`config.mk`:
```
export PLATFORM = sky130hd
export DESIGN_NAME = vc_demux_fifo_flat
export DESIGN_NICKNAME = d
export VERILOG_FILES = /design/src/rtl/vc_demux_fifo_if.sv /design/src/rtl/vc_demux_fifo.sv /design/src/flat_wrapper.sv
export SDC_FILE = /design/constraint.sdc
export NUM_CORES = 1
export LEC_CHECK = 0
export CORE_ASPECT_RATIO = 0.5
export CORE_UTILIZATION = 30
export DETAILED_ROUTE_END_ITERATION = 12
export DONT_BUFFER_PORTS = 1
export HOLD_SLACK_MARGIN = 0.12
export PLACE_DENSITY = 0.55
export SLEW_MARGIN = 20
export SYNTH_ARGS = -nofsm -noshare
export SYNTH_HDL_FRONTEND = slang
export SYNTH_SLANG_ARGS = --single-unit
```
`constraint.sdc`:
```
create_clock -name clk -period 7.7 [get_ports clk]
set_input_delay 1.54 -clock clk [delete_from_list [all_inputs] [get_ports clk]]
set_output_delay 1.54 -clock clk [all_outputs]
set_load 0.005 [all_outputs]
```
`src/rtl/vc_demux_fifo_if.sv`:
```
// +----------------------------------------------------------------------------+
// | vc_demux_fifo_if : merged-stream input and per-channel FIFO read bundle    |
// | Rev 1.0                                                                    |
// +----------------------------------------------------------------------------+
`default_nettype none

interface vc_demux_fifo_if #(
  parameter int DATA_WIDTH = 6
);
  logic                  in_valid;
  logic [DATA_WIDTH-1:0] in_data;

  logic                  pop_vchanel0;
  logic                  pop_vchanel1;
  logic                  pop_vchanel2;
  logic                  pop_vchanel3;

  logic [DATA_WIDTH-1:0] out_vchanel0;
  logic [DATA_WIDTH-1:0] out_vchanel1;
  logic [DATA_WIDTH-1:0] out_vchanel2;
  logic [DATA_WIDTH-1:0] out_vchanel3;

  logic                  empty_vchanel0;
  logic                  empty_vchanel1;
  logic                  empty_vchanel2;
  logic                  empty_vchanel3;

  logic                  full_vchanel0;
  logic                  full_vchanel1;
  logic                  full_vchanel2;
  logic                  full_vchanel3;

  logic                  pause;
  logic                  error;
  logic [7:0]            drop_count;

  // Upstream sender and downstream consumers, seen as one agent.
  modport master (
    output in_valid, in_data,
    output pop_vchanel0, pop_vchanel1, pop_vchanel2, pop_vchanel3,
    input  out_vchanel0, out_vchanel1, out_vchanel2, out_vchanel3,
    input  empty_vchanel0, empty_vchanel1, empty_vchanel2, empty_vchanel3,
    input  full_vchanel0, full_vchanel1, full_vchanel2, full_vchanel3,
    input  pause, error, drop_count
  );

  modport slave (
    input  in_valid, in_data,
    input  pop_vchanel0, pop_vchanel1, pop_vchanel2, pop_vchanel3,
    output out_vchanel0, out_vchanel1, out_vchanel2, out_vchanel3,
    output empty_vchanel0, empty_vchanel1, empty_vchanel2, empty_vchanel3,
    output full_vchanel0, full_vchanel1, full_vchanel2, full_vchanel3,
    output pause, error, drop_count
  );
endinterface

`default_nettype wire

```
`src/rtl/vc_demux_fifo.sv`:
```
// +----------------------------------------------------------------------------+
// | vc_demux_fifo : steers a merged word stream into four per-channel FIFOs    |
// | Rev 1.0                                                                    |
// +----------------------------------------------------------------------------+
`default_nettype none

module vc_demux_fifo #(
  parameter int DATA_WIDTH = 6,
  parameter int FIFO_DEPTH = 4,
  parameter int AF_THRESH  = 3
) (
  input  logic           clk,
  input  logic           rst,
  input  logic           enb,
  vc_demux_fifo_if.slave bus
);

  localparam int NUM_CH = 4;
  localparam int PTR_W  = $clog2(FIFO_DEPTH);
  localparam int CNT_W  = PTR_W + 1;

  localparam logic [CNT_W-1:0] CNT_FULL = CNT_W'(FIFO_DEPTH);
  localparam logic [CNT_W-1:0] CNT_AF   = CNT_W'(AF_THRESH);

  logic [NUM_CH-1:0]     pop_req;
  logic [NUM_CH-1:0]     ch_empty;
  logic [NUM_CH-1:0]     ch_full;
  logic [NUM_CH-1:0]     ch_almost_full;
  logic [NUM_CH-1:0]     ch_push;
  logic [NUM_CH-1:0]     ch_pop;
  logic [DATA_WIDTH-1:0] ch_data [NUM_CH];
  logic [1:0]            dest;
  logic                  drop;
  logic                  error_flag;
  logic [7:0]            drop_cnt;

  assign pop_req = {bus.pop_vchanel3, bus.pop_vchanel2,
                    bus.pop_vchanel1, bus.pop_vchanel0};
  assign dest    = bus.in_data[DATA_WIDTH-1 -: 2];

  // Full is taken from the pre-edge count, so a same-cycle pop never frees room.
  assign drop    = enb & bus.in_valid & ch_full[dest];

  generate
    for (genvar i = 0; i < NUM_CH; i++) begin : g_ch
      logic [DATA_WIDTH-1:0] mem [FIFO_DEPTH];
      logic [PTR_W-1:0]      wr_ptr;
      logic [PTR_W-1:0]      rd_ptr;
      logic [CNT_W-1:0]      cnt;
      logic [DATA_WIDTH-1:0] rd_data;

      assign ch_empty[i]       = (cnt == '0);
      assign ch_full[i]        = (cnt == CNT_FULL);
      assign ch_almost_full[i] = (cnt >= CNT_AF);
      assign ch_push[i]        = enb & bus.in_valid & (dest == 2'(i)) & ~ch_full[i];
      assign ch_pop[i]         = enb & pop_req[i] & ~ch_empty[i];
      assign ch_data[i]        = rd_data;

      always_ff @(posedge clk) begin
        if (rst) begin
          wr_ptr  <= '0;
          rd_ptr  <= '0;
          cnt     <= '0;
          rd_data <= '0;
        end else begin
          if (ch_push[i]) begin
            mem[wr_ptr] <= bus.in_data;
            wr_ptr      <= wr_ptr + PTR_W'(1);
          end
          if (ch_pop[i]) begin
            rd_data <= mem[rd_ptr];
            rd_ptr  <= rd_ptr + PTR_W'(1);
          end
          unique case ({ch_push[i], ch_pop[i]})
            2'b10:   cnt <= cnt + CNT_W'(1);
            2'b01:   cnt <= cnt - CNT_W'(1);
            default: cnt <= cnt;
          endcase
        end
      end
    end
  endgenerate

  always_ff @(posedge clk) begin
    if (rst) begin
      error_flag <= 1'b0;
      drop_cnt   <= 8'd0;
    end else if (drop) begin
      error_flag <= 1'b1;
      if (drop_cnt != 8'hFF) begin
        drop_cnt <= drop_cnt + 8'd1;
      end
    end
  end

  assign bus.out_vchanel0   = ch_data[0];
  assign bus.out_vchanel1   = ch_data[1];
  assign bus.out_vchanel2   = ch_data[2];
  assign bus.out_vchanel3   = ch_data[3];

  assign bus.empty_vchanel0 = ch_empty[0];
  assign bus.empty_vchanel1 = ch_empty[1];
  assign bus.empty_vchanel2 = ch_empty[2];
  assign bus.empty_vchanel3 = ch_empty[3];

  assign bus.full_vchanel0  = ch_full[0];
  assign bus.full_vchanel1  = ch_full[1];
  assign bus.full_vchanel2  = ch_full[2];
  assign bus.full_vchanel3  = ch_full[3];

  assign bus.pause          = |ch_almost_full;
  assign bus.error          = error_flag;
  assign bus.drop_count     = drop_cnt;

endmodule

`default_nettype wire

```
`src/flat_wrapper.sv`:
```
// flat-port wrapper written by rule: the top's interface ports become plain ports
module vc_demux_fifo_flat 
#(
  parameter int DATA_WIDTH = 6,
  parameter int FIFO_DEPTH = 4,
  parameter int AF_THRESH  = 3
)
  (clk, rst, enb, bus_in_valid, bus_in_data, bus_pop_vchanel0, bus_pop_vchanel1, bus_pop_vchanel2, bus_pop_vchanel3, bus_out_vchanel0, bus_out_vchanel1, bus_out_vchanel2, bus_out_vchanel3, bus_empty_vchanel0, bus_empty_vchanel1, bus_empty_vchanel2, bus_empty_vchanel3, bus_full_vchanel0, bus_full_vchanel1, bus_full_vchanel2, bus_full_vchanel3, bus_pause, bus_error, bus_drop_count);
  vc_demux_fifo_if #(.DATA_WIDTH(DATA_WIDTH)) bus_i ();
  input  logic clk;
  input  logic rst;
  input  logic enb;
  input wire logic [$bits(bus_i.in_valid)-1:0] bus_in_valid;
  input wire logic [$bits(bus_i.in_data)-1:0] bus_in_data;
  input wire logic [$bits(bus_i.pop_vchanel0)-1:0] bus_pop_vchanel0;
  input wire logic [$bits(bus_i.pop_vchanel1)-1:0] bus_pop_vchanel1;
  input wire logic [$bits(bus_i.pop_vchanel2)-1:0] bus_pop_vchanel2;
  input wire logic [$bits(bus_i.pop_vchanel3)-1:0] bus_pop_vchanel3;
  output wire logic [$bits(bus_i.out_vchanel0)-1:0] bus_out_vchanel0;
  output wire logic [$bits(bus_i.out_vchanel1)-1:0] bus_out_vchanel1;
  output wire logic [$bits(bus_i.out_vchanel2)-1:0] bus_out_vchanel2;
  output wire logic [$bits(bus_i.out_vchanel3)-1:0] bus_out_vchanel3;
  output wire logic [$bits(bus_i.empty_vchanel0)-1:0] bus_empty_vchanel0;
  output wire logic [$bits(bus_i.empty_vchanel1)-1:0] bus_empty_vchanel1;
  output wire logic [$bits(bus_i.empty_vchanel2)-1:0] bus_empty_vchanel2;
  output wire logic [$bits(bus_i.empty_vchanel3)-1:0] bus_empty_vchanel3;
  output wire logic [$bits(bus_i.full_vchanel0)-1:0] bus_full_vchanel0;
  output wire logic [$bits(bus_i.full_vchanel1)-1:0] bus_full_vchanel1;
  output wire logic [$bits(bus_i.full_vchanel2)-1:0] bus_full_vchanel2;
  output wire logic [$bits(bus_i.full_vchanel3)-1:0] bus_full_vchanel3;
  output wire logic [$bits(bus_i.pause)-1:0] bus_pause;
  output wire logic [$bits(bus_i.error)-1:0] bus_error;
  output wire logic [$bits(bus_i.drop_count)-1:0] bus_drop_count;
  assign bus_i.in_valid = bus_in_valid;
  assign bus_i.in_data = bus_in_data;
  assign bus_i.pop_vchanel0 = bus_pop_vchanel0;
  assign bus_i.pop_vchanel1 = bus_pop_vchanel1;
  assign bus_i.pop_vchanel2 = bus_pop_vchanel2;
  assign bus_i.pop_vchanel3 = bus_pop_vchanel3;
  assign bus_out_vchanel0 = bus_i.out_vchanel0;
  assign bus_out_vchanel1 = bus_i.out_vchanel1;
  assign bus_out_vchanel2 = bus_i.out_vchanel2;
  assign bus_out_vchanel3 = bus_i.out_vchanel3;
  assign bus_empty_vchanel0 = bus_i.empty_vchanel0;
  assign bus_empty_vchanel1 = bus_i.empty_vchanel1;
  assign bus_empty_vchanel2 = bus_i.empty_vchanel2;
  assign bus_empty_vchanel3 = bus_i.empty_vchanel3;
  assign bus_full_vchanel0 = bus_i.full_vchanel0;
  assign bus_full_vchanel1 = bus_i.full_vchanel1;
  assign bus_full_vchanel2 = bus_i.full_vchanel2;
  assign bus_full_vchanel3 = bus_i.full_vchanel3;
  assign bus_pause = bus_i.pause;
  assign bus_error = bus_i.error;
  assign bus_drop_count = bus_i.drop_count;
  vc_demux_fifo #(.DATA_WIDTH(DATA_WIDTH), .FIFO_DEPTH(FIFO_DEPTH), .AF_THRESH(AF_THRESH)) u_core (.clk(clk), .rst(rst), .enb(enb), .bus(bus_i));
endmodule
```
== Yosys cells after proc, flatten, opt, wreduce, memory -nomap -nowiden ==
Memories as Yosys holds them, arrays and structs flattened. A register that Yosys moved wholly into a read port is not among the register bits.
Index checks and enable logic that the tools add are counted.
Widths: inputs -> output; s select.

* Flip-flop bits (word level): 37
* Bits in latches: 0
* RAM bits: 96
* Memory bits (read-only): 0
* Output and inout port bits: 42
* Word-level logic and storage cells: 111
* Memories: 4

* $add $sub $neg: 17
* Multipliers: 0
* Div/mod/pow operators: 0
* Order comparisons: 5
* Equality and inequality tests: 16
* Shift-type cells: 0
* Mux-type cells: 18
* Bitwise operators: 26
* Reduce and logical (&&, ||, !) cells: 11

{| class="wikitable"
|+ Memories
! name !! depth !! bits a word !! read ports !! clocked after memory_dff !! wr ports !! line !! source
|-
| u_core.g_ch[0].mem || 4 || 6 || 1 || 1 || 1 || vc_demux_fifo.sv:46 || <nowiki>logic [DATA_WIDTH-1:0] mem [FIFO_DEPTH];</nowiki>
|-
| u_core.g_ch[1].mem || 4 || 6 || 1 || 1 || 1 || vc_demux_fifo.sv:46 ||
|-
| u_core.g_ch[2].mem || 4 || 6 || 1 || 1 || 1 || vc_demux_fifo.sv:46 ||
|-
| u_core.g_ch[3].mem || 4 || 6 || 1 || 1 || 1 || vc_demux_fifo.sv:46 ||
|}

{| class="wikitable"
|+ Operators with widths
! kind !! number
|-
| $pmux 3 s2 || 4
|-
| $and 1x1->1 || 18
|-
| $add 2x1->2 const B || 8
|-
| $mux 1 || 13
|-
| $add 3x1->3 const B || 4
|-
| $eq 2x2->1 const B || 6
|-
| $eq 3x3->1 const B || 4
|-
| $ge 3x2->1 const B || 4
|-
| $logic_not 3->1 || 4
|-
| $sub 3x1->3 const B || 4
|-
| $eq 2x1->1 const B || 5
|-
| $add 8x1->8 const B || 1
|-
| $ne 8x8->1 const B || 1
|-
| $not 1->1 || 8
|-
| $reduce_bool 2->1 || 4
|-
| $reduce_or 4->1 || 1
|-
| $lt 2x3->1 const B || 1
|-
| $bmux 1 s2 || 1
|-
| $logic_not 2->1 || 1
|-
| $reduce_and 2->1 || 1
|}

== Longest topological paths before layout ==
Gate-level depths: netlist of the first run.

* Word-level depth: 6
* Mapped depth: 11

== Worst setup path after synthesis of the first run ==
Ideal clock, no wire load.

* Kind: input to register
* Start: in enb
* End: reg u_core.g_ch[2].cnt[2]
* Arrival: 3.465 ns
* Path slack: 4.165 ns
* Stages: 11
* Path buffers: 2
* Cells stage by stage: buf_6 -> nand2_1 -> clkbuf_1 -> nor3_1 -> inv_1 -> ha_1 -> inv_1 -> fa_1 -> xor2_1 -> or3_1 -> a21oi_1

* Word-level cells in the longest chain between the ends: 5
* Elaborated cells between the ends (all ways): 9
* Those cells by class: eq/ne (2); mux (1); bitwise (5); reduce/logical (1)

{| class="wikitable"
|+ RTL lines
! item !! line !! source
|-
| start, declared || flat_wrapper.sv:12 || <nowiki>input logic enb;</nowiki>
|-
| $and 1x1->1 (3 in series) || vc_demux_fifo.sv:55 || <nowiki>assign ch_push[i] = enb & bus.in_valid & (dest == 2'(i)) & ~ch_full[i];</nowiki>
|-
| $eq 2x1->1 or $eq 2x2->1 (tied branches) || vc_demux_fifo.sv:74 || <nowiki>unique case ({ch_push[i], ch_pop[i]})</nowiki>
|-
| $pmux 3 s2 or $reduce_bool 2->1 (tied branches) || - ||
|-
| end signal, assigned || vc_demux_fifo.sv:75 || <nowiki>2'b10: cnt <= cnt + CNT_W'(1);</nowiki>
|-
| end signal, assigned || vc_demux_fifo.sv:76 || <nowiki>2'b01: cnt <= cnt - CNT_W'(1);</nowiki>
|-
| end signal, assigned || vc_demux_fifo.sv:77 || <nowiki>default: cnt <= cnt;</nowiki>
|-
| end, declared || vc_demux_fifo.sv:49 || <nowiki>logic [CNT_W-1:0] cnt;</nowiki>
|}

Several ways; a longest one is shown, not always the timed one.
A chain may end at the register's enable or synchronous reset.

== Worst setup path after layout of the first run ==
* Start: in bus_in_valid
* End: reg u_core.g_ch[2].cnt[2]

* Word-level cells in the longest chain between the ends: 5
* Elaborated cells between the ends (all ways): 7
* Those cells by class: eq/ne (2); mux (1); bitwise (3); reduce/logical (1)

{| class="wikitable"
|+ RTL lines
! item !! line !! source
|-
| start, declared || flat_wrapper.sv:13 || <nowiki>input wire logic [$bits(bus_i.in_valid)-1:0] bus_in_valid;</nowiki>
|-
| $and 1x1->1 * (3 in series) || vc_demux_fifo.sv:55 ||
|-
| $eq 2x1->1 or $eq 2x2->1 (tied branches) || vc_demux_fifo.sv:74 ||
|-
| $pmux 3 s2 or $reduce_bool 2->1 (tied branches) || - ||
|}

Every way passes the cells marked *; elsewhere a longest branch is shown, timed or not.

==> results of run 1 <==
==> how the worst max path moves through the flow <==
stage               depth (start not counted)  slack [ps]    startpoint                                  to
floorplan                                  11        4160           enb  u_core.g_ch[2].cnt[2]$_SDFFE_PP0P_
global placement                            9        4160  bus_in_valid  u_core.g_ch[1].cnt[2]$_SDFFE_PP0P_
detailed placement                          9        4090  bus_in_valid  u_core.g_ch[2].cnt[2]$_SDFFE_PP0P_
CTS                                         9        4530  bus_in_valid  u_core.g_ch[2].cnt[2]$_SDFFE_PP0P_
global route                                9        4360           enb  u_core.g_ch[1].cnt[2]$_SDFFE_PP0P_
finish                                      9        4520  bus_in_valid  u_core.g_ch[2].cnt[2]$_SDFFE_PP0P_
==> per-layer routing <==
metal / share of wire, % / track usage (%) / routed length, um / up-vias
li1: - / - / - / 1742
met2: 50 / 20.46 / 6281 / 42
met1: 46 / 15.34 / 5779 / 1831
met3: 3.6 / 3.427 / 453 / 11
met5: 0 / 0 / 0 / -
met4: 1.1 / 4.067 / 133 / 0
==> registers in the layout, indices dropped and copies added, names as in the netlist <==
name,cells
u_core.g_ch.wr_ptr,8
u_core.bus.out_vchanel0,6
u_core.bus.out_vchanel2,6
u_core.bus.drop_count,8
u_core.g_ch.cnt,12
u_core.g_ch.rd_ptr,8
u_core.bus.out_vchanel1,6
u_core.g_ch.mem,96
u_core.bus.error,1
u_core.bus.out_vchanel3,6
==> final cells by class <==
cell class | instances | area share, %
clock buffer | 18 | 5.957
clock inverter | 14 | 2.105
inverter | 32 | 1.629
multi-input combinational | 281 | 29.68
sequential | 157 | 55.67
tap | 292 | 4.956
==> cell usage in the layout, fill, tap and decap left out, drive strengths merged, types with 2 or more instances in the layout <==
master	Yosys	routed
o21ai	5	5
nor2b	2	2
fa	4	4
or3b	4	4
o31ai	2	2
and2	16	16
nand3	5	5
a22oi	2	2
clkinv	4	9
nor2	33	33
xnor2	8	8
mux2i	5	5
or3	5	5
nor4	5	5
nand2	57	57
nand4	2	2
nor3	10	10
mux4	25	25
inv	28	34
nand2b	5	5
a21oi	37	37
xor2	12	12
edfxtp	96	96
mux2	2	2
bufinv	0	2
dfxtp	61	61
or4	5	5
clkbuf	13	18
ha	21	21
nand3b	4	4
==> stage by stage <==
step	hold slack [ps]	utilization, %
5_1_grt	481.6	35.31
4_1_cts	471.0	35.31
2_1_floorplan	449.7	-
6_report	469.9	35.31
3_5_place_dp	462.2	32.46
3_3_place_gp	462.4	32.46
==> power breakdown <==
group	internal [W]	switching [W]	leakage, nW
clock network	0.000493	0.000349	0.294
registers	0.000897	0.00000812	1.36
logic	0.0000158	0.0000185	0.682
total	0.00141	0.000376	2.33
==> worst reg2reg max path, delay by kind of cell (launching register included) <==
kind | cells | cell delay, ps
AND/OR/NAND/NOR | 3 | 1160
adder cells (fa/ha/maj) | 2 | 500
flip-flops | 1 | 360
XOR/XNOR | 1 | 70
buffers and inverters | 2 | 450
AO/OA/AOI/OAI | 1 | 130
==> kinds of logic (layout without fill, tap and decap cells) <==
family / count (synthesis) / after routing / share of synthesized area, %
AO/OA/AOI/OAI: 50 / 50 / 4.233
XOR/XNOR: 20 / 20 / 2.694
adder cells (fa/ha/maj): 25 / 25 / 5.272
buffers and inverters: 50 / 64 / 3.233
flip-flops: 157 / 157 / 63.11
multiplexers: 32 / 32 / 9.775
AND/OR/NAND/NOR: 154 / 154 / 11.68
==> results.yml, run 1 <==
run_status:
  status: "complete, no violations"
clock_tree:
  cts_resized: 0
  root_buffer: "clkbuf_16"
  cts_tree: "yes"
  cts_setup_buffers: 0
  clk_path_buf_depth: 2
  cts_sinks: 157
  clk_pin_slew_ps: 70
  cts-htree-levels: 4
  cts.hold.buffers_added: 0
  clk_latency_ps: 420
  cts_made_buffers: 17
timing:
  rsz0062_at_grt: "false"
  finalCritPeriodShare_pct: 41.25
  post-route-min-period_ps: 3176
  drv_slew: 0
  fin_skew_ps: 12.26
  slew_headroom_pct: 59.61
  setup_tns_ps: 0
  tightest_slew_ps: 604.3
  worst_slack_ps: 4524
  clock.fmax_mhz: 314.9
  final_hold_viol_count: 0
  final-setup-viol-count: 0
final_layout:
  fin_area_mm2: 0.007372
  fin_cells: 794
  area_growth_pct: 13.37
  drive_gt1_share_pct: 12.35
  multi_input_area_mm2: 0.002188
  fin_nets: 528
  regArea_mm2: 0.004104
  fill_cells: 2034
  antenna_cells: 0
placement:
  routabilityCongestion: 0.7577
  post-place-ws_ps: 4086
  post-place-cells: 762
  port_buffers: 0
  dp_hpwl_um: 8505
  placed_cell_area_mm2: 0.006778
power_and_ir_drop:
  power.density_mw_per_mm2: 241.7
  ir_drop_mv: 0.1535
  p_leak_nw: 2.331
  fin_total_pwr_w: 0.001782
logic_synthesis:
  synth_edf_count: 96
  synth_top_area_share_pct: 44.33
  synth.area.top_cells: "edfxtp_1 (44%), dfxtp_1 (19%), mux4_2 (8.7%)"
  synth_top_area_cell: "edfxtp_1"
  yosysWarnings: 0
  synth-seq-area-share_pct: 63.11
  synthFlopType: "edfxtp_1"
  postSynthAreaPerCell_um2: 13.32
  synth-seq-cells: 157
  postSynthCellCount: 488
  ys_types: 40
  synth_area_mm2: 0.006502
  syn_nets: 527
  async_flop_share_pct: 0
  synth_commonest_cells: "edfxtp_1 (96), dfxtp_1 (61), nand2_1 (57), a21oi_1 (37), nor2_1 (33)"
  yosysMostFrequentCell: "edfxtp_1"
min_path:
  hp-start: "u_core.bus.out_vchanel1[0]$_SDFFE_PP0N_"
  hold_path_class: "reg2reg"
  min_to: "u_core.bus.out_vchanel1[0]$_SDFFE_PP0N_"
  hold_depth: 2
worst_setup_path:
  reg2reg_depth: 9
  slowest_delay_ps: 440
  worstSetupStartpointType: "input port"
  critPathTopFamily: "simple AND/OR/NAND/NOR gates"
  slowest_stage: "nand2_1"
  path_cells: "nand2_1, nor3_1, inv_1, ha_1, inv_1, fa_1, xor2_1, or3_1, a21oi_1"
  worst-setup-path-type: "in2reg"
  r2r_start: "u_core.g_ch[1].cnt[0]$_SDFFE_PP0P_"
  reg2reg_to: "u_core.g_ch[1].cnt[2]$_SDFFE_PP0P_"
  cpMostUsedCell: "inv_1"
  worstSetupEndpointType: "register"
  regToRegSetupSlack_ps: 4950
  worst-path-buf-inv: 2
  cp_max_fo: 15
  crit_required_ps: 8060
  crit_arrival_ps: 3530
floorplan:
  ios: 56
  start_util_pct: 31.14
  dieWidth_um: 210.2
  die_h_um: 106.1
  fp-row-count: 37
  die-area_mm2: 0.02230
  core-area_mm2: 0.02088
detailed_routing:
  ant_nets: 0
  routedWlPerCell_um: 15.93
  routed-via-count: 3626
  routed_wl_um: 12650
  drt_iter0_drc: 249
  dr.pass1.iters: 4
  drc: 0
  routed_via_density: 4.567
global_routing:
  grt_max_degree: 69
  grt_pass1_wl_um: 20420
  grt_overflow_total: 0
  grt_pass1_vias: 3649
  grt.total_usage_pct: 12.25
  antenna_found_initial: 0
run:
  drv_cap: 0
No activity file was read; power rests on OpenSTA's default activity.
==> run 2, diff against run 1 <==
==> constraint.sdc (replaced) <==
create_clock -name clk -period 3.03 [get_ports clk]
set_input_delay 0.606 -clock clk [delete_from_list [all_inputs] [get_ports clk]]
set_output_delay 0.606 -clock clk [all_outputs]
set_load 0.005 [all_outputs]
==> run 2 against run 1 <==
Setup slack worse by 4100 ps. Critical endpoint is now u_core.g_ch[1].cnt[2]$_SDFFE_PP0P_. Cell count up 0.63%. Largest cell class unchanged. Combinational power rose to 2.6 times the previous value. Wire length decreased by 1.1%. Cell area up 0.46%. Flip-flop and latch count did not move. Critical path depth unchanged. Sequential share of layout area shrank 0.25 points. Clock-buffer cell count is 2 higher. Sequential power grew to 2.5 times the previous value. Global-route usage shrank 0.13 points. Non-clock buffer count grew 5.
==> results.yml, run 2 (same netlist as run 1, synthesis figures left out) <==
detailed_routing:
  routed-via-count: 3631
  routed_via_density: 4.544
  routedWlPerCell_um: 15.66
  dr.pass1.iters: 4
  ant_nets: 0
  drc: 0
  routed_wl_um: 12510
  drt_iter0_drc: 209
worst_setup_path:
  critPathTopFamily: "simple AND/OR/NAND/NOR gates"
  worst-setup-path-type: "reg2reg"
  worstSetupEndpointType: "register"
  slowest_stage: "nor3_1"
  cp_max_fo: 9
  reg2reg_depth: 9
  crit_arrival_ps: 2940
  worst-path-buf-inv: 2
  worstSetupStartpointType: "register"
  path_cells: "nor3_1, nand3b_1, clkinv_1, ha_1, inv_1, fa_1, xor2_1, or3_1, a21oi_1"
  cp_num_cells: 9
  regToRegSetupSlack_ps: 440
  slowest_delay_ps: 440
  crit_required_ps: 3380
final_layout:
  area_growth_pct: 13.89
  antenna_cells: 0
  final_cell_mix: "edfxtp_1 (96), dfxtp_1 (61), nand2_1 (57)"
  final_common_cell: "edfxtp_1"
  fin_util_pct: 35.47
  multi_input_area_mm2: 0.002188
  reg_top3: "u_core.g_ch.mem (96), u_core.g_ch.cnt (12)"
  largest_register: "u_core.g_ch.mem"
  fin_nets: 533
  largest_reg_flops: 96
  regArea_mm2: 0.004104
  fin_cells: 799
  fill_cells: 2021
  drive_gt1_share_pct: 12.82
  fin_area_mm2: 0.007406
clock_tree:
  cts.hold.buffers_added: 0
  cts_setup_buffers: 0
  cts_resized: 0
  clk_path_buf_depth: 2
  cts_sinks: 157
  clk_pin_slew_ps: 70
  cts-htree-levels: 4
  clk_latency_ps: 420
  root_buffer: "clkbuf_16"
  cts_made_buffers: 17
  cts_tree: "yes"
global_routing:
  grt.total_usage_pct: 12.12
  grt_overflow_total: 0
  grt_max_degree: 69
  grt_pass1_wl_um: 20130
  antenna_found_initial: 0
  grt_pass1_vias: 3652
placement:
  post-place-cells: 767
  routabilityCongestion: 0.7320
  placed_cell_area_mm2: 0.006815
  port_buffers: 0
  dp_hpwl_um: 8410
timing:
  slew_headroom_pct: 57.14
  drv_slew: 0
  final-setup-viol-count: 0
  setup_tns_ps: 0
  clock.fmax_mhz: 386.7
  final_hold_viol_count: 0
  post-route-min-period_ps: 2586
  fin_skew_ps: 16.35
  tightest_slew_ps: 637.0
  rsz0062_at_grt: "false"
  finalCritPeriodShare_pct: 85.35
floorplan:
  fp-row-count: 37
  die-area_mm2: 0.02230
  ios: 56
  dieWidth_um: 210.2
  start_util_pct: 31.14
  die_h_um: 106.1
  core-area_mm2: 0.02088
power_and_ir_drop:
  p_int_w: 0.003588
  switchingPower_w: 0.0009234
  power.density_mw_per_mm2: 609.2
  fin_total_pwr_w: 0.004511
  swShare_pct: 20.47
  p_clk_share_pct: 47.0
  power_frac_seq_pct: 51.0
  power_frac_comb_pct: 2.0
  ir_drop_mv: 0.3334
  p_leak_nw: 2.353
min_path:
  hold_depth: 1
  hold_path_class: "in2reg"
run_status:
  status: "complete, no violations"
run:
  drv_cap: 0
run 2: power by group through the flow:
stage          clock (W)  sequential (W)  combinational, W
3_3_place_gp           0         0.00235         0.0000896
3_5_place_dp           0         0.00235         0.0000908
6_report         0.00212         0.00230         0.0000896
2_1_floorplan          0         0.00234         0.0000908
5_1_grt          0.00225         0.00230          0.000102
4_1_cts          0.00217         0.00230         0.0000915
run 2: area by class of cell:
| class | count | share of cell area (%) |
|---|---|---|
| flip-flops and latches | 157 | 55.41 |
| multi-input cells | 281 | 29.55 |
| clock buffers | 20 | 6.167 |
| well taps | 292 | 4.933 |
| clock inverters | 12 | 1.808 |
| inverters | 32 | 1.622 |
| repair buffers | 5 | 0.5068 |
run 2: worst register-to-register path, cell delays in order (launching register included):
cell and delay, ps:
dfxtp_1 350, nor3_1 440, nand3b_1 320, clkinv_1 340
ha_1 320, inv_1 70, fa_1 170, xor2_1 70
or3_1 300, a21oi_1 140
run 2: worst paths after layout:
path / from / end
hold / removal: rst / u_core.bus.out_vchanel2[3]$_SDFFE_PP0N_
setup reg to reg: u_core.g_ch[1].cnt[0]$_SDFFE_PP0P_ / u_core.g_ch[1].cnt[2]$_SDFFE_PP0P_
hold reg to reg: u_core.bus.out_vchanel3[1]$_SDFFE_PP0P_ / u_core.bus.out_vchanel3[1]$_SDFFE_PP0P_
setup / recovery: u_core.g_ch[1].cnt[0]$_SDFFE_PP0P_ / u_core.g_ch[1].cnt[2]$_SDFFE_PP0P_
run 2: routing by layer:
layer / global-route usage [%] / share of wire [%]
met3: 3.279 / 3.3
met1: 14.87 / 46
met4: 4.953 / 1.4
met5: 0 / 0
met2: 20.27 / 49
run 2: per-stage QoR:
| stage | hold slack [ps] | setup WS [ps] |
|---|---|---|
| global placement | 461.0 | 432.8 |
| finish | 246.8 | 443.8 |
| floorplan | 449.7 | 428.9 |
| global route | 226.5 | 162.5 |
| detailed placement | 463.5 | 401.2 |
| CTS | 228.4 | 372.4 |
==> run 3, diff against run 2 <==
--- a/config.mk
+++ b/config.mk
@@ -11,6 +11,7 @@
 export DONT_BUFFER_PORTS = 1
 export HOLD_SLACK_MARGIN = 0.12
 export PLACE_DENSITY = 0.55
+export SETUP_SLACK_MARGIN = 0.02
 export SLEW_MARGIN = 20
 export SYNTH_ARGS = -nofsm -noshare
 export SYNTH_HDL_FRONTEND = slang
==> constraint.sdc (replaced) <==
create_clock -name clk -period 3.1 [get_ports clk]
set_input_delay 0.62 -clock clk [delete_from_list [all_inputs] [get_ports clk]]
set_output_delay 0.62 -clock clk [all_outputs]
set_load 0.005 [all_outputs]
==> run 3 against run 2 <==
Cell area shrank 0.34%. Global-route usage grew 0.24 points. Utilization shrank 0.12 points. Clock power shrank 5%. Largest cell class unchanged.
==> results.yml, run 3 (same netlist as run 1, synthesis figures left out) <==
placement:
  dp_hpwl_um: 8502
  routabilityCongestion: 0.7500
  port_buffers: 0
  post-place-cells: 766
worst_setup_path:
  cp_max_fo: 9
  worstSetupStartpointType: "register"
  crit_arrival_ps: 2900
  critPathTopFamily: "simple AND/OR/NAND/NOR gates"
  path_cells: "nor3_1, nand3b_1, clkinv_1, ha_1, inv_1, fa_1, xor2_1, or3_2, a21oi_1"
  slowest_delay_ps: 410
  slowest_stage: "or3_2"
  worstSetupEndpointType: "register"
  worst-setup-path-type: "reg2reg"
  worst-path-buf-inv: 2
  crit_required_ps: 3450
timing:
  setup_tns_ps: 0
  rsz0062_at_grt: "false"
  final_hold_viol_count: 0
  slew_headroom_pct: 61.22
  clock.fmax_mhz: 392.9
  fin_skew_ps: 8.922
  drv_slew: 0
  final-setup-viol-count: 0
  tightest_slew_ps: 576.4
  post-route-min-period_ps: 2545
  finalCritPeriodShare_pct: 82.11
final_layout:
  final_common_cell: "edfxtp_1"
  final_cell_mix: "edfxtp_1 (96), dfxtp_1 (61), nand2_1 (57)"
  fin_cells: 798
  drive_gt1_share_pct: 13.04
  reg_top3: "u_core.g_ch.mem (96), u_core.g_ch.cnt (12)"
  antenna_cells: 0
  largest_reg_flops: 96
  fill_cells: 1995
  area_growth_pct: 13.51
  fin_nets: 532
  regArea_mm2: 0.004104
  largest_register: "u_core.g_ch.mem"
  multi_input_area_mm2: 0.002188
clock_tree:
  cts_setup_buffers: 0
  clk_pin_slew_ps: 60
  cts_sinks: 157
  cts_resized: 0
  cts_made_buffers: 17
  cts_tree: "yes"
  cts.hold.buffers_added: 0
  clk_latency_ps: 430
  cts-htree-levels: 4
  root_buffer: "clkbuf_16"
  clk_path_buf_depth: 2
power_and_ir_drop:
  power.density_mw_per_mm2: 589.4
  p_leak_nw: 2.325
  ir_drop_mv: 0.3827
floorplan:
  fp-row-count: 37
  die-area_mm2: 0.02230
  die_h_um: 106.1
  core-area_mm2: 0.02088
  start_util_pct: 31.14
  ios: 56
  dieWidth_um: 210.2
global_routing:
  grt_overflow_total: 0
  grt.total_usage_pct: 12.35
  grt_pass1_wl_um: 20490
  antenna_found_initial: 0
  grt_pass1_vias: 3650
  grt_max_degree: 69
detailed_routing:
  routed_wl_um: 12700
  routed_via_density: 4.559
  drt_iter0_drc: 268
  dr.pass1.iters: 4
  routedWlPerCell_um: 15.91
  ant_nets: 0
  dr.max_layer_used: "met4"
  wl_met3_um: 398
  met1_length_um: 5957
  drc: 0
  wl_met2_um: 6101
  routed-via-count: 3638
min_path:
  hold_path_class: "in2reg"
run:
  drv_cap: 0
run_status:
  status: "complete, no violations"
[run 3: cell types whose count changed in the layout (fill, tap and decap cells not counted)]
cell	before	now
clkinv_1	5	4
clkinv_2	2	1
inv_6	4	5
bufinv_16	2	1
clkbuf_1	1	0
clkinvlp_4	1	5
clkbuf_8	2	1
buf_4	5	4
[run 3: final cells by class]
class                   count  share of cell area (%)
well taps                 292                   4.950
repair buffers              4                  0.4068
flip-flops and latches    157                   55.60
inverters                  32                   1.627
clock inverters            14                   1.814
multi-input cells         281                   29.65
clock buffers              18                   5.950
[run 3: where the power goes]
group / total [W] / switching, W / internal, W
clock network: 0.00201 / 0.000877 / 0.00114
registers: 0.00225 / 0.0000199 / 0.00223
logic: 0.0000869 / 0.0000456 / 0.0000413
[run 3: stage by stage]
stage               utilization [%]  worst slack (ps)  total power, W  hold slack [ps]  cell area (um^2)
floorplan                         -             484.9        0.002373            449.7              6502
global placement              32.61             520.6        0.002382            463.4              6808
detailed placement            32.61             516.8        0.002383            461.5              6808
CTS                           35.35             492.3        0.004399            233.9              7381
global route                  35.35             244.3        0.004502            239.3              7381
finish                        35.35             554.6        0.004351            270.3              7381
[run 3: final timing paths]
| kind | slack, ps | depth (start not counted) | end | from |
|---|---|---|---|---|
| worst max-delay path | 550 | 9 | u_core.g_ch[0].cnt[2]$_SDFFE_PP0P_ | u_core.g_ch[0].cnt[0]$_SDFFE_PP0P_ |
| worst min-delay path | 270 | 1 | u_core.bus.drop_count[0]$_SDFFE_PP0P_ | rst |
| worst max register to register | 550 | 9 | u_core.g_ch[0].cnt[2]$_SDFFE_PP0P_ | u_core.g_ch[0].cnt[0]$_SDFFE_PP0P_ |
| worst min register to register | 470 | 2 | u_core.bus.out_vchanel2[0]$_SDFFE_PP0N_ | u_core.bus.out_vchanel2[0]$_SDFFE_PP0N_ |
[run 3: worst reg2reg max path: cells and delay by family, from the launching register on]
family	cells	cell delay, ps
XOR/XNOR	1	70
adder cells (fa/ha/maj)	2	460
AO/OA/AOI/OAI	1	140
buffers and inverters	2	360
flip-flops	1	350
AND/OR/NAND/NOR	3	1090
[run 3: per-layer routing]
layer	global-route usage (%)	vias up
li1	-	1769
met1	15.60	1806
met2	19.91	42
met3	2.836	21
met4	6.413	0
met5	0	-
